**src/rtl/exposure_timer.sv**
```systemverilog
// Exposure countdown with button-adjustable setting; Start to Ovf5 takes Exp_time*TICK_DIV cycles.
// No backpressure: Start is ignored while busy, and button presses are dropped (not queued) when not idle.
module exposure_timer #(
  parameter int TICK_DIV  = 4,
  parameter int EXP_MIN   = 2,
  parameter int EXP_MAX   = 30,
  parameter int EXP_RESET = 2
) (
  input  logic       clk,
  input  logic       Reset,
  input  logic       Init,
  input  logic       Start,
  input  logic       Exp_increase,
  input  logic       Exp_decrease,
  output logic       Ovf5,
  output logic       Busy,
  output logic [4:0] Exp_time
);

  localparam logic [7:0] PRESC_LAST = 8'(TICK_DIV - 1);
  localparam logic [4:0] EXP_MIN_V  = 5'(EXP_MIN);
  localparam logic [4:0] EXP_MAX_V  = 5'(EXP_MAX);
  localparam logic [4:0] EXP_RST_V  = 5'(EXP_RESET);

  typedef enum logic {IDLE = 1'b0, COUNT = 1'b1} state_t;

  state_t     state_q, state_d;
  logic [4:0] unit_q;
  logic [7:0] presc_q;
  logic       inc_prev_q, dec_prev_q;
  logic       start_acc, tick, last_tick;
  logic       inc_press, dec_press, press_ok;

  always_ff @(posedge clk or negedge Reset) begin
    if (!Reset) state_q <= IDLE;
    else        state_q <= state_d;
  end

  always_comb begin
    state_d = state_q;
    if (Init) begin
      state_d = IDLE;
    end else begin
      case (state_q)
        IDLE:    if (Start)     state_d = COUNT;
        COUNT:   if (last_tick) state_d = IDLE;
        default: state_d = IDLE;
      endcase
    end
  end

  always_comb begin
    Busy      = (state_q == COUNT);
    start_acc = (state_q == IDLE) && Start && !Init;
    tick      = (state_q == COUNT) && (presc_q == PRESC_LAST);
    last_tick = tick && (unit_q == 5'd1);
    inc_press = Exp_increase && !inc_prev_q;
    dec_press = Exp_decrease && !dec_prev_q;
    // An accepted Start also suppresses presses on that edge.
    press_ok  = (state_q == IDLE) && !Init && !Start;
  end

  always_ff @(posedge clk or negedge Reset) begin
    if (!Reset) begin
      unit_q     <= 5'd0;
      presc_q    <= 8'd0;
      Ovf5       <= 1'b0;
      Exp_time   <= EXP_RST_V;
      inc_prev_q <= 1'b0;
      dec_prev_q <= 1'b0;
    end else begin
      inc_prev_q <= Exp_increase;
      dec_prev_q <= Exp_decrease;
      Ovf5       <= 1'b0;
      if (Init) begin
        unit_q  <= 5'd0;
        presc_q <= 8'd0;
      end else if (start_acc) begin
        unit_q  <= Exp_time;
        presc_q <= 8'd0;
      end else if (state_q == COUNT) begin
        if (tick) begin
          presc_q <= 8'd0;
          unit_q  <= unit_q - 5'd1;
          Ovf5    <= last_tick;
        end else begin
          presc_q <= presc_q + 8'd1;
        end
      end
      // Simultaneous presses cancel each other out.
      if (press_ok && (inc_press != dec_press)) begin
        if (inc_press && (Exp_time < EXP_MAX_V))
          Exp_time <= Exp_time + 5'd1;
        else if (dec_press && (Exp_time > EXP_MIN_V))
          Exp_time <= Exp_time - 5'd1;
      end
    end
  end

endmodule

```
**config.mk**
```make
export PLATFORM = sky130hd
export DESIGN_NAME = exposure_timer
export DESIGN_NICKNAME = d
export VERILOG_FILES = /design/src/rtl/exposure_timer.sv
export SDC_FILE = /design/constraint.sdc
export NUM_CORES = 1
export LEC_CHECK = 0
export CAP_MARGIN = 20
export CORE_UTILIZATION = 35
export DETAILED_ROUTE_END_ITERATION = 8
export PLACE_DENSITY_LB_ADDON = 0.12
export SETUP_SLACK_MARGIN = 0.15
export SLEW_MARGIN = 20
export SYNTH_ARGS = -nofsm -noshare
export SYNTH_HDL_FRONTEND = slang
export SYNTH_SLANG_ARGS = --single-unit
```
**constraint.sdc**
```tcl
create_clock -name clk -period 4.8 [get_ports clk]
set_clock_uncertainty 0.2 [all_clocks]
set_input_delay 0.72 -clock clk [delete_from_list [all_inputs] [get_ports clk]]
set_output_delay 0.72 -clock clk [all_outputs]
set_load 0.02 [all_outputs]
```
==> insert_results.sql <==
INSERT INTO impl_metrics (metric_group, metric, value, unit) VALUES
('outcome', 'outcome', 'completed', ''),
('final_layout', 'antenna-diode-count', '0', ''),
('clocking', 'tritoncts_clock_tree', 'built', ''),
('setup_path', 'crit_arrival', '2.83', 'ns'),
('sta', 'timing_max_transition_violations_final', '0', ''),
('placement', 'io_buffers', '12', ''),
('yosys', 'async_reset_ff_share', '100.0', '%'),
('detailed_routing', 'drt_pre_antenna_iters', '4', ''),
('detailed_routing', 'num_vias', '911', ''),
('final_layout', 'areaGrowthSynthToFinish', '15.96', '%'),
('floorplan', 'initial_core_util', '36.61', '%'),
('sta', 'max_slew_margin', '51.76', '%'),
('detailed_routing', 'avgRoutedWirePerCell', '14.73', 'µm'),
('yosys', 'synth_compound_gate_area_share', '10.47', '%'),
('pwr', 'power.density_cell_area', '427.4', 'nW/µm²'),
('sta', 'shortest_period_the_worst_path_allows', '2.820', 'ns'),
('final_layout', 'layout.cell_area.non_filler', '1428', 'µm²'),
('setup_path', 'worstPathMaxFanout', '11', ''),
('grt', 'wire_length_of_the_first_global_routing_pass', '4312', 'µm'),
('detailed_routing', 'drt-initial-drc-count', '69', ''),
('final_layout', 'layout.nets', '145', ''),
('clocking', 'skew_pair_late_insertion_delay', '0.31', 'ns'),
('final_layout', 'layout.area.seq', '551.8', 'µm²'),
('detailed_routing', 'remaining_drc_errors', '0', ''),
('floorplan', 'num_io_pins', '13', ''),
('grt', 'global_route.usage.met3', '4.412', '%'),
('sta', 'worst-slew-pin-transition', '0.7136', 'ns'),
('final_layout', 'most_common_cell_after_layout_fill_and_taps_aside', 'dfrtp_1', ''),
('yosys', 'post_synthesis_net_count', '131', ''),
('setup_path', 'critical_path_cell_by_cell', 'clkdlybuf4s50_1 > nor3_4 > nor4b_1 > or2_0 > mux2_2', ''),
('yosys', 'post_synthesis_mux_area_share', '2.642', '%'),
('grt', 'grt-busiest-layer', 'met2', ''),
('clocking', 'h_tree_levels', '1', ''),
('sta', 'fmax', '0.3547', 'GHz'),
('sta', 'setup_violations', '0', ''),
('pwr', 'vdd_ir_drop_max', '0.2233', 'mV'),
('yosys', 'synthCells', '118', ''),
('clocking', 'cts_inserted_buffers', '3', ''),
('floorplan', 'placeableCoreArea', '3363', 'µm²'),
('sta', 'tns', '0', 'ns'),
('grt', 'grt_use_total', '15.72', '%'),
('placement', 'gpl.final_weighted_congestion', '0.7604', ''),
('setup_path', 'timing.critical_path.from', 'Init', ''),
('worst_hold_path', 'hold_class', 'in2async', ''),
('yosys', 'synth-xor-area-share', '9.959', '%'),
('yosys', 'dominant_combinational_cell_family_by_area_after_synthesis', 'simple AND/OR/NAND/NOR gates', ''),
('setup_path', 'worst_path_max_delay_cell', 'clkdlybuf4s50_1', ''),
('run', 'maxCapViolations', '0', ''),
('sta', 'final.period_utilization', '58.74', '%'),
('placement', 'place.detailed.hpwl', '1904', 'µm'),
('clocking', 'cts_post_setup_buffers_inserted', '0', ''),
('setup_path', 'critical_path.endpoint_type', 'register', ''),
('yosys', 'yosysSeqAreaShare', '44.82', '%'),
('yosys', 'ys_ff_latch', '22', ''),
('yosys', 'synth.distinct_cells', '37', ''),
('final_layout', 'multiInputGateArea', '659.4', 'µm²'),
('clocking', 'holdBufCountCts', '0', ''),
('setup_path', 'critical_path_rt', '4.81', 'ns'),
('yosys', 'synthSimpleGateAreaFrac', '22.76', '%'),
('clocking', 'cts-root-to-sink-buffers', '2', ''),
('final_layout', 'most-common-layout-cells', '21 x dfrtp_1, 18 x nor2_1, 11 x clkdlybuf4s50_1', ''),
('yosys', 'yosysWarningCount', '0', ''),
('grt', 'grt_max_degree', '23', ''),
('setup_path', 'critical_path_max_stage_delay', '0.64', 'ns'),
('grt', 'global_route.usage.met2', '24.84', '%'),
('setup_path', 'reg2regPathDepth', '5', ''),
('final_layout', 'num-fill-cells', '356', ''),
('floorplan', 'floorplan.die_area', '3759', 'µm²'),
('yosys', 'adder_cell_share_of_the_synthesized_area', '7.724', '%'),
('yosys', 'synth_flop_cell', 'dfrtp_1', ''),
('detailed_routing', 'antenna_violating_nets_left', '0', '');
[Yosys cell counts (2+ instances only)]
cell type / number / share of area [%]
dfrtp_1: 21 / 43
nor2_1: 18 / 5.5
xnor2_1: 9 / 6.4
nand2_1: 7 / 2.1
ha_1: 6 / 6.1
a211oi_1: 5 / 3.0
xor2_1: 5 / 3.6
a21oi_1: 3 / 1.2
and4_1: 3 / 2.1
nand2b_1: 3 / 1.5
nand3_1: 3 / 1.2
nor2b_1: 3 / 1.5
nor3_1: 3 / 1.2
clkbuf_1: 2 / 0.61
inv_1: 2 / 0.61
mux2_2: 2 / 1.8
nand4b_1: 2 / 1.4
nor4b_1: 2 / 1.4
[power by group]
part	total (mW)	leakage (nW)	internal (mW)	switching [mW]
Combinational	0.230	0.273	0.116	0.113
Sequential	0.275	0.284	0.218	0.0568
Clock	0.105	0.0210	0.0463	0.0591
Total	0.610	0.578	0.381	0.229
[final timing paths]
check | slack, ns | endpoint
setup reg to reg | 2.48 | unit_q[1]
setup / recovery | 1.98 | Exp_time[3]
max in group asynchronous | 3.90 | Exp_time[1]
hold reg to reg | 0.38 | presc_q[1]
min in group clk | 0.38 | presc_q[1]
hold / removal | 0.14 | unit_q[3]
[metal layers]
layer | vias up | part of all wire, % | wire, µm
li1 | 446 | - | -
met1 | 447 | 49 | 1288
met2 | 16 | 47 | 1213
met3 | 2 | 3.4 | 88
met4 | 0 | 0.61 | 16
met5 | - | 0 | 0
[final cells by class]
type                       instances  area share, %
timing repair buffer              12          8.063
clock buffer                       4          2.542
sequential                        22          38.65
multi-input combinational         91          46.19
tap                               46          4.032
inverter                           2         0.5259
[sequential cells by signal (all words and copies together), names as in the netlist]
| signal | cells |
|---|---|
| unit_q | 5 |
| Ovf5 | 1 |
| inc_prev_q | 1 |
| Exp_time | 5 |
| presc_q | 8 |
| Busy | 1 |
| dec_prev_q | 1 |
[worst register-to-register path, delay by kind of cell, from the launching register on]
| family | cells | cell delay (ns) |
|---|---|---|
| simple gates | 3 | 1.25 |
| fa+ha+maj | 1 | 0.18 |
| flops | 1 | 0.41 |
| mux | 1 | 0.22 |
[through the flow]
step                      util (%)  instances  hold WS (ns)  setup slack, ns  total power, mW
final                        42.45        177        0.1443            1.980           0.6102
after global routing         42.45        177        0.1741            1.794           0.6536
after CTS                    42.60        177        0.3835            1.990           0.6161
after detailed placement     41.52        173        0.3513            1.641           0.5075
after global placement       41.52        173        0.3471            1.727           0.5019
after floorplan                  -        118        0.2244            2.533           0.4125
[cells by family after synthesis]
| kind of cell | count (synthesis) |
|---|---|
| mux | 3 |
| flops | 22 |
| compound gates | 17 |
| xor+xnor | 14 |
| buf+inv | 5 |
| fa+ha+maj | 7 |
| simple gates | 50 |
Note: power is estimated with default switching activity, not from simulation.
